<file path="config.mk">
export PLATFORM = sky130hd
export DESIGN_NAME = as_lsu_flat
export DESIGN_NICKNAME = d
export VERILOG_FILES = /design/src/rtl/as_lsu_pkg.sv /design/src/rtl/as_lsu_if.sv /design/src/rtl/as_lsu_align.sv /design/src/rtl/as_lsu.sv /design/src/flat_wrapper.sv
export SDC_FILE = /design/constraint.sdc
export NUM_CORES = 1
export LEC_CHECK = 0
export BUFFER_PORTS_ARGS = -buffer_cell sky130_fd_sc_hd__buf_4
export CAP_MARGIN = 40
export CORE_UTILIZATION = 35
export DETAILED_ROUTE_END_ITERATION = 12
export SYNTH_ARGS = -nofsm -noshare
export SYNTH_HDL_FRONTEND = slang
export SYNTH_SLANG_ARGS = --single-unit
</file>
<file path="constraint.sdc">
create_clock -name clk -period 2.2 [get_ports clk]
set_clock_uncertainty 0.1 [all_clocks]
set_input_delay 0.44 -clock clk [delete_from_list [all_inputs] [get_ports clk]]
set_output_delay 0.44 -clock clk [all_outputs]
set_load 0.02 [all_outputs]
</file>
<file path="src/rtl/as_lsu_pkg.sv">
// as_lsu_pkg: shared constants, state type and alignment helpers for the
// rooth load/store unit.
//   INST_TYPE_IL / INST_TYPE_S : load and store opcodes
//   F3_*                       : load/store funct3 codes
//   lsu_state_e                : LSU FSM states (3-bit)
//   natural_off / is_misaligned: byte-offset helpers keyed on funct3[1:0]
package as_lsu_pkg;

  localparam logic [6:0] INST_TYPE_IL = 7'b0000011;
  localparam logic [6:0] INST_TYPE_S  = 7'b0100011;

  localparam logic [2:0] F3_LB  = 3'b000;
  localparam logic [2:0] F3_LH  = 3'b001;
  localparam logic [2:0] F3_LW  = 3'b010;
  localparam logic [2:0] F3_LBU = 3'b100;
  localparam logic [2:0] F3_LHU = 3'b101;
  localparam logic [2:0] F3_SB  = 3'b000;
  localparam logic [2:0] F3_SH  = 3'b001;
  localparam logic [2:0] F3_SW  = 3'b010;

  typedef enum logic [2:0] {
    LSU_IDLE  = 3'd0,
    LSU_REQ   = 3'd1,
    LSU_WAIT  = 3'd2,
    LSU_DONE  = 3'd3,
    LSU_DRAIN = 3'd4
  } lsu_state_e;

  // funct3[1:0] gives access size for loads and stores alike: 00 byte, 01 half, 10 word.
  function automatic logic [1:0] natural_off(input logic [2:0] f3, input logic [1:0] lo);
    case (f3[1:0])
      2'b10:   return 2'b00;
      2'b01:   return {lo[1], 1'b0};
      default: return lo;
    endcase
  endfunction

  function automatic logic is_misaligned(input logic [2:0] f3, input logic [1:0] lo);
    case (f3[1:0])
      2'b10:   return lo != 2'b00;
      2'b01:   return lo[0];
      default: return 1'b0;
    endcase
  endfunction

endpackage

</file>
<file path="src/rtl/as_lsu_if.sv">
// as_lsu_if: req/gnt/rvalid data-memory bus.
//   master (LSU)   : drives req, we, addr, wdata, wstrb; receives gnt, rvalid, rdata
//   slave (memory) : the mirror image
interface as_lsu_if #(parameter int unsigned CPU_WIDTH = 32);
  logic                 req;
  logic                 we;
  logic [CPU_WIDTH-1:0] addr;
  logic [CPU_WIDTH-1:0] wdata;
  logic [3:0]           wstrb;
  logic                 gnt;
  logic                 rvalid;
  logic [CPU_WIDTH-1:0] rdata;

  modport master (output req, we, addr, wdata, wstrb, input gnt, rvalid, rdata);
  modport slave  (input req, we, addr, wdata, wstrb, output gnt, rvalid, rdata);
endinterface

</file>
<file path="src/rtl/as_lsu_align.sv">
// as_lsu_align: combinational lane logic shared by the store and load paths.
//   funct3, off     : access type and (already aligned) byte offset
//   st_data         : raw store data -> wdata (lane-replicated), wstrb
//   rdata           : raw read word  -> ld_data (lane-selected, extended)
module as_lsu_align
  import as_lsu_pkg::*;
(
  input  logic [2:0]  funct3,
  input  logic [1:0]  off,
  input  logic [31:0] st_data,
  output logic [31:0] wdata,
  output logic [3:0]  wstrb,
  input  logic [31:0] rdata,
  output logic [31:0] ld_data
);

  logic [7:0]  byte_sel;
  logic [15:0] half_sel;

  always_comb begin
    wdata = st_data;
    wstrb = 4'hF;
    case (funct3[1:0])
      2'b00: begin
        wdata = {4{st_data[7:0]}};
        wstrb = 4'b0001 << off;
      end
      2'b01: begin
        wdata = {2{st_data[15:0]}};
        wstrb = 4'b0011 << {off[1], 1'b0};
      end
      default: ;
    endcase
  end

  always_comb begin
    case (off)
      2'd0:    byte_sel = rdata[7:0];
      2'd1:    byte_sel = rdata[15:8];
      2'd2:    byte_sel = rdata[23:16];
      default: byte_sel = rdata[31:24];
    endcase
    half_sel = off[1] ? rdata[31:16] : rdata[15:0];
    case (funct3)
      F3_LB:   ld_data = {{24{byte_sel[7]}}, byte_sel};
      F3_LH:   ld_data = {{16{half_sel[15]}}, half_sel};
      F3_LBU:  ld_data = {24'h0, byte_sel};
      F3_LHU:  ld_data = {16'h0, half_sel};
      default: ld_data = rdata;
    endcase
  end

endmodule

</file>
<file path="src/rtl/as_lsu.sv">
// as_lsu: memory-access stage load/store unit of the rooth core.
//   clk, rst_n        : core clock, asynchronous active-low reset
//   acess_mem_flag_i  : stage holds a load/store
//   inst_i            : instruction (opcode [6:0], funct3 [14:12])
//   alu_res_i         : effective byte address
//   rs2_data_i        : store data
//   flush_i           : kills the current access
//   mem               : as_lsu_if.master data-memory bus
//   lsu_busy_o        : stall request to the flow controller
//   load_data_o/load_valid_o : formatted load result, one-cycle valid pulse
//   misalign_o        : one-cycle misaligned-access pulse
// Build option LSU_MISALIGN_TRAP_EN: trap misaligned accesses instead of
// silently aligning them.
module as_lsu
  import as_lsu_pkg::*;
#(
  parameter int unsigned CPU_WIDTH = 32
) (
  input  logic                 clk,
  input  logic                 rst_n,
  input  logic                 acess_mem_flag_i,
  input  logic [31:0]          inst_i,
  input  logic [CPU_WIDTH-1:0] alu_res_i,
  input  logic [CPU_WIDTH-1:0] rs2_data_i,
  input  logic                 flush_i,
  as_lsu_if.master             mem,
  output logic                 lsu_busy_o,
  output logic [CPU_WIDTH-1:0] load_data_o,
  output logic                 load_valid_o,
  output logic                 misalign_o
);

  lsu_state_e           state;
  logic [CPU_WIDTH-1:0] addr_q;
  logic [CPU_WIDTH-1:0] rs2_q;
  logic [2:0]           f3_q;
  logic [1:0]           off_q;
  logic                 we_q;

  logic [6:0]  opcode;
  logic [2:0]  funct3;
  logic [1:0]  lo;
  logic        is_load, is_store, op_ok, start;
  logic [31:0] wdata_al, ld_fmt;
  logic [3:0]  wstrb_al;
  logic        unused_inst;

  assign opcode      = inst_i[6:0];
  assign funct3      = inst_i[14:12];
  assign lo          = alu_res_i[1:0];
  assign unused_inst = ^{inst_i[31:15], inst_i[11:7]};

  always_comb begin
    is_load  = (opcode == INST_TYPE_IL) && (funct3 inside {F3_LB, F3_LH, F3_LW, F3_LBU, F3_LHU});
    is_store = (opcode == INST_TYPE_S)  && (funct3 inside {F3_SB, F3_SH, F3_SW});
    op_ok    = acess_mem_flag_i && (is_load || is_store) && !flush_i && (state == LSU_IDLE);
  end

`ifdef LSU_MISALIGN_TRAP_EN
  assign start      = op_ok && !is_misaligned(funct3, lo);
  assign misalign_o = op_ok && is_misaligned(funct3, lo);
`else
  assign start      = op_ok;
  assign misalign_o = 1'b0;
`endif

  // Store and load formatting both run off latched funct3/offset, so the bus
  // fields stay stable for the whole REQ phase regardless of upstream inputs.
  as_lsu_align u_align (
    .funct3  (f3_q),
    .off     (off_q),
    .st_data (rs2_q),
    .wdata   (wdata_al),
    .wstrb   (wstrb_al),
    .rdata   (mem.rdata),
    .ld_data (ld_fmt)
  );

  assign mem.req   = (state == LSU_REQ);
  assign mem.we    = we_q;
  assign mem.addr  = addr_q;
  assign mem.wdata = wdata_al;
  assign mem.wstrb = (state == LSU_REQ && we_q) ? wstrb_al : '0;

  assign lsu_busy_o = start || (state inside {LSU_REQ, LSU_WAIT, LSU_DRAIN});

  always_ff @(posedge clk or negedge rst_n) begin
    if (!rst_n) begin
      state        <= LSU_IDLE;
      addr_q       <= '0;
      rs2_q        <= '0;
      f3_q         <= '0;
      off_q        <= '0;
      we_q         <= 1'b0;
      load_data_o  <= '0;
      load_valid_o <= 1'b0;
    end else begin
      load_valid_o <= 1'b0;
      case (state)
        LSU_IDLE: begin
          if (start) begin
            state  <= LSU_REQ;
            addr_q <= {alu_res_i[CPU_WIDTH-1:2], 2'b00};
            rs2_q  <= rs2_data_i;
            f3_q   <= funct3;
            off_q  <= natural_off(funct3, lo);
            we_q   <= is_store;
          end
        end
        LSU_REQ: begin
          if (flush_i)        state <= mem.gnt ? LSU_DRAIN : LSU_IDLE;
          else if (mem.gnt)   state <= LSU_WAIT;
        end
        LSU_WAIT: begin
          if (flush_i) begin
            state <= mem.rvalid ? LSU_IDLE : LSU_DRAIN;
          end else if (mem.rvalid) begin
            state <= LSU_DONE;
            if (!we_q) begin
              load_valid_o <= 1'b1;
              load_data_o  <= ld_fmt;
            end
          end
        end
        LSU_DONE:  state <= LSU_IDLE;
        LSU_DRAIN: if (mem.rvalid) state <= LSU_IDLE;
        default:   state <= LSU_IDLE;
      endcase
    end
  end

endmodule

</file>
<file path="src/flat_wrapper.sv">
// flat-port wrapper written by rule: the top's interface ports become plain ports
module as_lsu_flat import as_lsu_pkg::*;
#(
  parameter int unsigned CPU_WIDTH = 32
)
  (clk, rst_n, acess_mem_flag_i, inst_i, alu_res_i, rs2_data_i, flush_i, lsu_busy_o, load_data_o, load_valid_o, misalign_o, mem_req, mem_we, mem_addr, mem_wdata, mem_wstrb, mem_gnt, mem_rvalid, mem_rdata);
  as_lsu_if #(.CPU_WIDTH(CPU_WIDTH)) mem_i ();
  input  logic clk;
  input  logic rst_n;
  input  logic acess_mem_flag_i;
  input  logic [31:0] inst_i;
  input  logic [CPU_WIDTH-1:0] alu_res_i;
  input  logic [CPU_WIDTH-1:0] rs2_data_i;
  input  logic flush_i;
  output logic lsu_busy_o;
  output logic [CPU_WIDTH-1:0] load_data_o;
  output logic load_valid_o;
  output logic misalign_o;
  output wire logic [$bits(mem_i.req)-1:0] mem_req;
  output wire logic [$bits(mem_i.we)-1:0] mem_we;
  output wire logic [$bits(mem_i.addr)-1:0] mem_addr;
  output wire logic [$bits(mem_i.wdata)-1:0] mem_wdata;
  output wire logic [$bits(mem_i.wstrb)-1:0] mem_wstrb;
  input wire logic [$bits(mem_i.gnt)-1:0] mem_gnt;
  input wire logic [$bits(mem_i.rvalid)-1:0] mem_rvalid;
  input wire logic [$bits(mem_i.rdata)-1:0] mem_rdata;
  assign mem_req = mem_i.req;
  assign mem_we = mem_i.we;
  assign mem_addr = mem_i.addr;
  assign mem_wdata = mem_i.wdata;
  assign mem_wstrb = mem_i.wstrb;
  assign mem_i.gnt = mem_gnt;
  assign mem_i.rvalid = mem_rvalid;
  assign mem_i.rdata = mem_rdata;
  as_lsu #(.CPU_WIDTH(CPU_WIDTH)) u_core (.clk(clk), .rst_n(rst_n), .acess_mem_flag_i(acess_mem_flag_i), .inst_i(inst_i), .alu_res_i(alu_res_i), .rs2_data_i(rs2_data_i), .flush_i(flush_i), .mem(mem_i), .lsu_busy_o(lsu_busy_o), .load_data_o(load_data_o), .load_valid_o(load_valid_o), .misalign_o(misalign_o));
endmodule
</file>
==> results of run 1 <==
==> where the power goes <==
group          leakage, uW  internal [uW]  switching, uW
combinational      0.00227            385            380
clock             0.000146            895            678
sequential         0.00142           2010           63.2
total              0.00384           3290           1120
==> metrics by stage <==
step / setup WS, ns / util [%]
detailed placement: 0.00160 / 49.2
floorplan: 0.0531 / -
global placement: 0.0700 / 49.2
CTS: 0.0100 / 51.4
global route: -0.0147 / 51.5
finish: 0.0614 / 51.5
==> layout make-up <==
type	instances	share of cell area [%]
flip-flops and latches	104	35.9
multi-input cells	309	31.3
repair buffers	232	25.0
clock buffers	15	3.97
well taps	180	3.11
inverters	13	0.673
clock inverters	1	0.121
==> path summary, 6_finish.rpt <==
check / endpoint / slack, ns / from / cells after the start
min in group asynchronous: u_core.mem.addr[24] / 0.52 / rst_n / 2
min reg2reg: u_core.load_data_o[8] / 0.38 / u_core.load_data_o[8] / 1
max reg2reg: u_core.load_data_o[17] / 0.11 / u_core.off_q[0] / 4
min: u_core.rs2_q[20] / 0.22 / rs2_data_i[20] / 2
max in group asynchronous: u_core.rs2_q[3] / 0.86 / rst_n / 3
max: lsu_busy_o / 0.06 / u_core.state[2] / 5
==> per-layer routing <==
metal	wire [um]	track usage, %	vias up
met1	5570	21.6	2094
met4	273	7.38	0
met2	6610	30.7	194
met3	1540	6.50	21
li1	-	-	2025
met5	0	0	-
==> cells by family after synthesis <==
family	Yosys count
compound gates	92
fa+ha+maj	4
buf+inv	53
flops	104
mux	97
other cells	1
simple gates	113
==> critical path, stage by stage, from the launching register on <==
cell and delay, ns:
dfrtp_1 0.46, nor2_2 0.19, and2_1 0.17, nand3_1 0.09, a21oi_1 0.18, buf_4 0.16
==> cell usage after synthesis (2+ instances only) <==
cell type,count
nor2b_1,10
a211oi_1,2
buf_6,2
nor2_1,31
nand3_1,9
mux2_2,86
buf_4,11
a221oi_1,6
dfrtp_1,104
a21oi_1,35
nor3_1,3
nand4_1,3
o21ai_0,25
nand2b_1,4
mux2i_1,10
a21o_1,7
buf_1,2
ha_1,3
inv_1,13
a21boi_0,2
buf_2,11
nand3b_1,2
a31o_2,5
and2_1,6
clkbuf_1,14
nand2_1,39
==> flip-flops by register name (all words and copies together), names as in the netlist <==
| register | cells |
|---|---|
| u_core.load_data_o | 32 |
| u_core.rs2_q | 32 |
| u_core.mem.addr | 30 |
| u_core.f3_q | 3 |
| u_core.state | 3 |
| u_core.off_q | 2 |
| u_core.load_valid_o | 1 |
| u_core.mem.we | 1 |
==> repair_timing <==
item | 4_1_cts | 5_1_grt
buffers inserted | 0 | 0
endpoints found under the hold margin | 36 | 0
hold buffers | 1 | 0
resized for setup | 0 | 3
setup endpoints to repair | 0 | 6
==> layout by cell type (no fill, tap or decap), types with 4 or more instances in the layout <==
cell type,instances
a221oi_1,6
a21o_1,7
mux2_2,86
nand3_1,9
a21oi_1,35
clkbuf_16,9
inv_1,13
a31o_2,5
nand2b_1,4
clkbuf_8,4
dfrtp_1,103
nor2_1,30
nor2b_1,10
buf_4,225
buf_12,5
o21ai_0,25
and2_1,6
nand2_1,38
mux2i_1,10
==> results.cfg, run 1 <==
[outcome]
status = completed

[sta]
tns_ns = 0
slew_headroom_pct = 49.3
setup_viol_count_final = 0
max_slew.worst_pin.slew_ns = 0.753
rsz0062_at_grt = yes
hold-worst-slack_ns = 0.224
period_needed_ns = 2.14
min_period_over_period_pct = 97.2
maxSlewViolCount = 0
fmax_mhz = 468
finalHoldViolCount = 0

[global_routing]
grt_pass1_vias = 4292
grt_first_pass_wirelength_um = 21200
grtUsageTotal_pct = 18.4
antenna_found_initial = 0
gr-total-overflow = 0
grt_max_degree = 63

[critical_path]
path_max_fanout = 7
worstSetupPathType = flip-flop to output port
cp_data_required_time_ns = 1.66
crit_path_start_kind = flip-flop
arrival_ns = 1.60
worst_setup_path_end_kind = output port

[synthesis]
synthArstFlopShare_pct = 100
seq_area_frac_synth_pct = 50.8
synth_edf_count = 0
synth_top_area_share_pct = 50.8
synthFlopType = dfrtp_1
synthCells = 464
synth_compound_area_share_pct = 11.2
syn_area_um2 = 5130
muxShareOfSynthArea_pct = 21.3
ys_top_cells_by_area = dfrtp_1, mux2_2, a21oi_1, nand2_1, o21ai_0
yosysWarnings = 0
synthAdderAreaFrac_pct = 0.927
yosysTopAreaCell = dfrtp_1
syn_avg_cell_area_um2 = 11.1
yosys.cell_types.count = 45
ys_ff_latch = 104
synthSimpleGateAreaFrac_pct = 10.5
post_synth_xor_area_fraction_pct = 0
synth_top_family_by_area = multiplexers

[die]
chipWidth_um = 123
ios = 239
initial_core_util_pct = 36.4
core_um2 = 14100
fp.dieArea_um2 = 15100
core.rowCount = 43
die_h_um = 123

[clocking]
cts_buffers = 9
clk_pin_slew_ns = 0.07
cts_tree = built
root_buffer = clkbuf_16
clock_path_buffers = 2
cts.sink_count = 104
clock_latency_ns = 0.34
htree_levels = 3

[drt]
drtAntennaViolNets = 0
routed_wirelength_um = 14000
vias_per_cell = 5.07
num_vias = 4334
drt_iter0_drc = 195
drc_errors = 0
dr.pass1.iters = 4
routedWlPerCell_um = 16.4

[power]
power.density_nw_per_um2 = 609
worst_ir_drop_vdd_uv = 319
power.leakage_uw = 0.00384
total_power_uw = 4420

[layout]
stdcell_count = 854
antenna_cells = 0
drive_gt1_share_pct = 50.9
fillers = 1332
fin_area_um2 = 7250
multi_input_area_um2 = 2270
seq_area_um2 = 2600
syn_to_final_growth_pct = 41.5
finalNetCount = 806

[placement]
dpl_cell_area_um2 = 6940
dpl.hpwl_um = 10400
dp.cells = 837
gp_congestion = 0.850
portBuffers = 213

[hold_path]
hold_class = primary input to flip-flop

[flow_run]
cap_violations = 0
Power figures use the tool's default switching activity.
==> run 2: changes to the inputs <==
--- a/config.mk
+++ b/config.mk
@@ -5,10 +5,13 @@
 export SDC_FILE = /design/constraint.sdc
 export NUM_CORES = 1
 export LEC_CHECK = 0
+export ABC_CLOCK_PERIOD_IN_PS = 1900
 export BUFFER_PORTS_ARGS = -buffer_cell sky130_fd_sc_hd__buf_4
 export CAP_MARGIN = 40
 export CORE_UTILIZATION = 35
 export DETAILED_ROUTE_END_ITERATION = 12
+export PLACE_DENSITY = 0.65
+export SKIP_LAST_GASP = 1
 export SYNTH_ARGS = -nofsm -noshare
 export SYNTH_HDL_FRONTEND = slang
 export SYNTH_SLANG_ARGS = --single-unit
==> constraint.sdc (replaced) <==
create_clock -name clk -period 1.9 [get_ports clk]
set_clock_uncertainty 0.1 [all_clocks]
set_input_delay 0.38 -clock clk [delete_from_list [all_inputs] [get_ports clk]]
set_output_delay 0.38 -clock clk [all_outputs]
set_load 0.02 [all_outputs]
==> run 2 against run 1 <==
  * The flow now finishes with violations (setup timing)
  * Sequential share of layout area decreased by 1.8 points
  * Wire length increased by 4.1%
  * First-iteration DRC count decreased by 10%
  * Total power increased by 20%
  * Count of clock-buffer cells in the layout decreased by 2
  * Combinational power increased by 23%
  * Utilization increased by 2.7 points
  * Register-to-register slack got worse by 0.20 ns
  * Sequential power increased by 16%
  * Non-clock buffer count increased by 22
  * Flip-flop and latch count unchanged
  * Global-route usage increased by 1.0 points
==> results.cfg, run 2 (synthesis gave the netlist of run 1 again) <==
[drt]
drt_iter0_drc = 175
vias_per_cell = 5.02
routed_wirelength_um = 14600
drc_errors = 0
dr.pass1.iters = 4
drtAntennaViolNets = 0
routedWlPerCell_um = 16.6
num_vias = 4392

[global_routing]
grt_pass1_vias = 4646
grt_max_degree = 54
grtUsageTotal_pct = 19.4
grt_first_pass_wirelength_um = 22600
antenna_found_initial = 0
gr-total-overflow = 0

[power]
total_power_uw = 5280
worst_ir_drop_vdd_uv = 443
combPwrFrac_pct = 17.9
p_sw_share_pct = 25.4
switchingPower_uw = 1340
power.density_nw_per_um2 = 692
power_frac_seq_pct = 45.6
p_clk_share_pct = 36.5
power.leakage_uw = 0.00399
intPower_uw = 3940

[die]
die_h_um = 123
ios = 239
core.rowCount = 43
fp.dieArea_um2 = 15100
chipWidth_um = 123
initial_core_util_pct = 36.4
core_um2 = 14100

[layout]
layout_commonest_cell = buf_4
fillers = 1269
multi_input_area_um2 = 2380
final_cell_mix = buf_4, dfrtp_1, mux2_2, nand2_1, a21oi_1
seq_area_um2 = 2610
fin_area_um2 = 7630
finalNetCount = 828
syn_to_final_growth_pct = 48.9
antenna_cells = 0
drive_gt1_share_pct = 55.0

[clocking]
cts_buffers = 9
clock_latency_ns = 0.34
root_buffer = clkbuf_16
clock_path_buffers = 2
cts.sink_count = 104
cts_tree = built
htree_levels = 3
clk_pin_slew_ns = 0.07

[outcome]
status = finished, violations left
violations = setup timing

[critical_path]
max_stage_delay_ns = 0.44
crit_slowest_cell = dfrtp_2
cp_data_required_time_ns = 1.42
crit_path_start_kind = flip-flop
r2r_end = u_core.load_data_o[11]
arrival_ns = 1.55
crit_chain = nor2_2 > buf_6 > mux2_4 > buf_6
r2r_slack_ns = -0.09
cpMostUsedCell = buf_6
timing.rr.start = u_core.state[0]
worstSetupPathType = flip-flop to output port
r2r_cells = 5
worst_setup_path_end_kind = output port
path_max_fanout = 8

[sta]
fmax_mhz = 494
postLayoutSetupSlackWorst_ns = -0.126
hold-worst-slack_ns = 0.158
period_needed_ns = 2.03
tns_ns = -1.97
finalHoldViolCount = 0
max_slew.worst_pin.slew_ns = 0.517
rsz0062_at_grt = yes
min_period_over_period_pct = 107
maxSlewViolCount = 0
setup_viol_count_final = 25
slew_headroom_pct = 65.3

[hold_path]
min_path_cells = 2
hold_class = primary input to flip-flop
min_from = alu_res_i[16]
min_to = u_core.mem.addr[16]

[placement]
dpl_cell_area_um2 = 7090
dpl.hpwl_um = 10800
gp_congestion = 0.832
portBuffers = 213

[flow_run]
cap_violations = 0
[run 2: changes by cell type in the layout (fill, tap and decap cells not counted), sizes merged]
| cell | before | now |
|---|---|---|
| clkinvlp | 0 | 2 |
| clkbuf | 15 | 13 |
| bufinv | 0 | 1 |
| inv | 13 | 12 |
| clkinv | 1 | 0 |
| buf | 231 | 253 |
[run 2: what timing repair did]
| item | 4_1_cts | 5_1_grt |
|---|---|---|
| pin swaps | 2 | 6 |
| resized for setup | 21 | 27 |
| setup endpoints to repair | 36 | 61 |
| hold endpoints to repair | 104 | 0 |
| hold buffers | 1 | 0 |
| buffers inserted | 0 | 7 |
[run 2: power by group through the flow]
stage / sequential [uW] / clock [uW] / combinational [uW]
after floorplan: 2540 / 0 / 308
after global placement: 2440 / 0 / 903
after detailed placement: 2450 / 0 / 918
after CTS: 2410 / 1990 / 936
after global routing: 2420 / 2080 / 1020
final: 2410 / 1930 / 943
[run 2: worst max-delay path: cells and delay by family (launching register included)]
kind | cells | cell delay (ns)
flops | 1 | 0.44
simple gates | 1 | 0.12
buf+inv | 2 | 0.31
mux | 1 | 0.33
[run 2: cell type report]
class | instances | share of cell area (%)
well taps | 180 | 2.95
multi-input cells | 309 | 31.1
repair buffers | 254 | 27.0
inverters | 13 | 0.689
clock buffers | 13 | 3.54
flip-flops and latches | 104 | 34.1
clock inverters | 2 | 0.492
[run 2: worst max-delay path by stage]
stage                    startpoint                   to  slack (ns)  cells past startpoint
global placement         inst_i[13]  u_core.mem.addr[23]       -0.13                      8
finish               u_core.f3_q[1]        mem_wdata[10]       -0.13                      4
CTS                  u_core.f3_q[0]        mem_wdata[15]       -0.16                      4
floorplan           u_core.state[1]         mem_wstrb[0]      -0.005                      4
detailed placement       inst_i[13]  u_core.mem.addr[20]       -0.16                      8
global route         u_core.f3_q[1]        mem_wdata[13]       -0.18                      4
[run 2: per-stage QoR]
step	instances	utilization (%)	worst slack, ns
after floorplan	466	-	-0.00523
after global placement	852	50.3	-0.130
after detailed placement	852	50.3	-0.155
after CTS	868	53.1	-0.160
after global routing	875	54.1	-0.180
final	875	54.1	-0.126
[run 2: metal layers]
| layer | share of wire (%) | track usage, % | wire length (um) | vias up |
|---|---|---|---|---|
| met5 | 0 | 0 | 0 | - |
| met4 | 1.3 | 6.63 | 189 | 0 |
| met3 | 8.4 | 5.67 | 1230 | 13 |
| met2 | 48 | 33.2 | 7060 | 181 |
| met1 | 42 | 23.3 | 6090 | 2131 |
| li1 | - | - | - | 2067 |
==> run 3: changes to the inputs <==
--- a/config.mk
+++ b/config.mk
@@ -5,7 +5,7 @@
 export SDC_FILE = /design/constraint.sdc
 export NUM_CORES = 1
 export LEC_CHECK = 0
-export ABC_CLOCK_PERIOD_IN_PS = 1900
+export ABC_CLOCK_PERIOD_IN_PS = 1800
 export BUFFER_PORTS_ARGS = -buffer_cell sky130_fd_sc_hd__buf_4
 export CAP_MARGIN = 40
 export CORE_UTILIZATION = 35
@@ -14,4 +14,5 @@
 export SKIP_LAST_GASP = 1
 export SYNTH_ARGS = -nofsm -noshare
 export SYNTH_HDL_FRONTEND = slang
+export SYNTH_HIERARCHICAL = 1
 export SYNTH_SLANG_ARGS = --single-unit
==> constraint.sdc (replaced) <==
create_clock -name clk -period 1.8 [get_ports clk]
set_clock_uncertainty 0.1 [all_clocks]
set_input_delay 0.18 -clock clk [delete_from_list [all_inputs] [get_ports clk]]
set_output_delay 0.18 -clock clk [all_outputs]
set_load 0.02 [all_outputs]
==> run 3 against run 2 <==
  * The flow still finishes with violations (setup timing)
  * Total power grew 51%
  * Setup slack lost 0.052 ns
  * Largest cell class is now buffers
  * Non-clock buffer count grew 95
==> results.cfg, run 3 <==
[clocking]
cts_buffers = 9
clk_pin_slew_ns = 0.07
clock_path_buffers = 2
root_buffer = clkbuf_16
clock_latency_ns = 0.35
htree_levels = 3
cts_tree = built
cts.sink_count = 104

[drt]
num_vias = 4739
drc_errors = 0
dr.pass1.iters = 4
routed_wirelength_um = 17900
drtAntennaViolNets = 0
vias_per_cell = 5.07
routedWlPerCell_um = 19.1
drt_iter0_drc = 181

[layout]
multi_input_area_um2 = 2750
fin_area_um2 = 9170
finalNetCount = 882
antenna_cells = 0
layout_commonest_cell = buf_4
drive_gt1_share_pct = 58.4
seq_area_um2 = 2610
final_cell_mix = buf_4, dfrtp_1, mux2_4, dlygate4sd3_1, nand2_1
fillers = 1123
syn_to_final_growth_pct = 76.1

[critical_path]
arrival_ns = 1.70
worst_setup_path_end_kind = output port
worstSetupPathType = flip-flop to output port
r2r_end = u_core/load_data_o[9]
crit_path_start_kind = flip-flop
r2r_cells = 4
cp_data_required_time_ns = 1.52
timing.rr.start = u_core/off_q[1]
path_max_fanout = 8
r2r_slack_ns = -0.17

[placement]
dp_slack_ns = -0.371
portBuffers = 213
gp_congestion = 0.811
dpl_cell_area_um2 = 7150
dpl.hpwl_um = 10600

[hold_path]
min_from = flush_i
hold_class = primary input to flip-flop
min_to = u_core/state[1]
min_path_cells = 3

[outcome]
status = finished, violations left
violations = setup timing

[sta]
min_period_over_period_pct = 110
postLayoutSetupSlackWorst_ns = -0.178
fmax_mhz = 505
hold-worst-slack_ns = 0.0396
setup_viol_count_final = 115
period_needed_ns = 1.98
rsz0062_at_grt = yes
maxSlewViolCount = 0
finalHoldViolCount = 0
tns_ns = -8.11

[synthesis]
synth_common_cells = dfrtp_1, mux2_2, nand2_1, mux2_1
ys_top_cells_by_area = dfrtp_1, mux2_2, mux2_1, nand2_1, a221o_1
synth_top_area_share_pct = 50.0
yosys.cell_types.count = 41
yosysTopAreaCell = dfrtp_1
syn_avg_cell_area_um2 = 12.3
seq_area_frac_synth_pct = 50.0
yosysMostFrequentCell = dfrtp_1
yosysWarnings = 6
ys_ff_latch = 104
syn_area_um2 = 5210
synthCells = 422
synth_edf_count = 0
synthFlopType = dfrtp_1
synthArstFlopShare_pct = 100

[die]
chipWidth_um = 124
initial_core_util_pct = 35.8
die_h_um = 124
ios = 239
fp.dieArea_um2 = 15400
core.rowCount = 44
core_um2 = 14500

[flow_run]
cap_violations = 0

[global_routing]
grt_pass1_vias = 4809
antenna_found_initial = 0
grt_max_degree = 50
gr-total-overflow = 0
grt_first_pass_wirelength_um = 24100
grtUsageTotal_pct = 20.8

[power]
worst_ir_drop_vdd_uv = 427
total_power_uw = 7990
power.leakage_uw = 0.00464
power.density_nw_per_um2 = 871
## run 3: cell count changes after synthesis, moves of 9 or more
cell | previous run | this run
nor2_1 | 31 | 3
a221o_1 | 0 | 12
a21oi_1 | 35 | 3
nor4_1 | 0 | 9
o21ai_0 | 25 | 3
mux2_1 | 0 | 39
## run 3: metal layers
metal / up-vias / global-route usage, % / share of wire, %
met5: - / 0 / 0
met4: 0 / 9.08 / 2.3
met3: 36 / 5.27 / 7.5
met2: 208 / 36.6 / 52
met1: 2345 / 23.7 / 38
li1: 2150 / - / -
## run 3: timing repair
item / CTS / global route
cloned: 4 / 9
pin swaps: 5 / 6
endpoints found under the hold margin: 166 / 0
setup buffers: 16 / 15
hold buffers: 63 / 0
resized for setup: 44 / 96
endpoints found under the setup margin: 123 / 128
## run 3: cell type report
cell class | count | share of cell area, %
Clock buffer | 9 | 2.46
Clock inverter | 7 | 0.955
Inverter | 8 | 0.327
Multi-Input combinational cell | 273 | 30.0
Sequential cell | 104 | 28.4
Tap cell | 184 | 2.51
Timing Repair Buffer | 349 | 35.3
## run 3: metrics by stage
| step | instances | util (%) |
|---|---|---|
| after global routing | 934 | 63.1 |
| after detailed placement | 813 | 49.2 |
| after global placement | 813 | 49.2 |
| after floorplan | 424 | - |
| final | 934 | 63.1 |
| after CTS | 912 | 58.5 |
## run 3: logic make-up after synthesis
family / synth area share [%]
multiplexers: 27.9
flip-flops: 50.0
AND/OR/NAND/NOR: 10.2
buffers and inverters: 5.09
AO/OA/AOI/OAI: 6.10
adder cells (fa/ha/maj): 0.721
other: 0.0720
## run 3: worst max-delay path by stage
stage | start | to | cells after the start
2_1_floorplan | u_core/off_q[1] | u_core/load_data_o[15] | 6
3_3_place_gp | flush_i | u_core/rs2_q[23] | 6
3_5_place_dp | flush_i | u_core/mem.addr[31] | 6
4_1_cts | u_core/f3_q[0] | mem_wdata[8] | 5
5_1_grt | u_core/f3_q[0] | mem_wdata[24] | 5
6_report | u_core/f3_q[0] | mem_wdata[24] | 5
## run 3: report_power, final
| part | switching [uW] | internal (uW) | leakage [uW] | total, uW |
|---|---|---|---|---|
| Clock | 973 | 1110 | 0.000148 | 2090 |
| Combinational | 1330 | 1550 | 0.00309 | 2890 |
| Sequential | 258 | 2760 | 0.00140 | 3010 |
| Total | 2560 | 5420 | 0.00464 | 7990 |
## run 3: worst max-delay path: stages, from the launching register on
cell and delay, ns:
dfrtp_2 0.42, buf_6 0.12, buf_4 0.22, mux2i_2 0.28
o21ai_1 0.11, buf_4 0.17
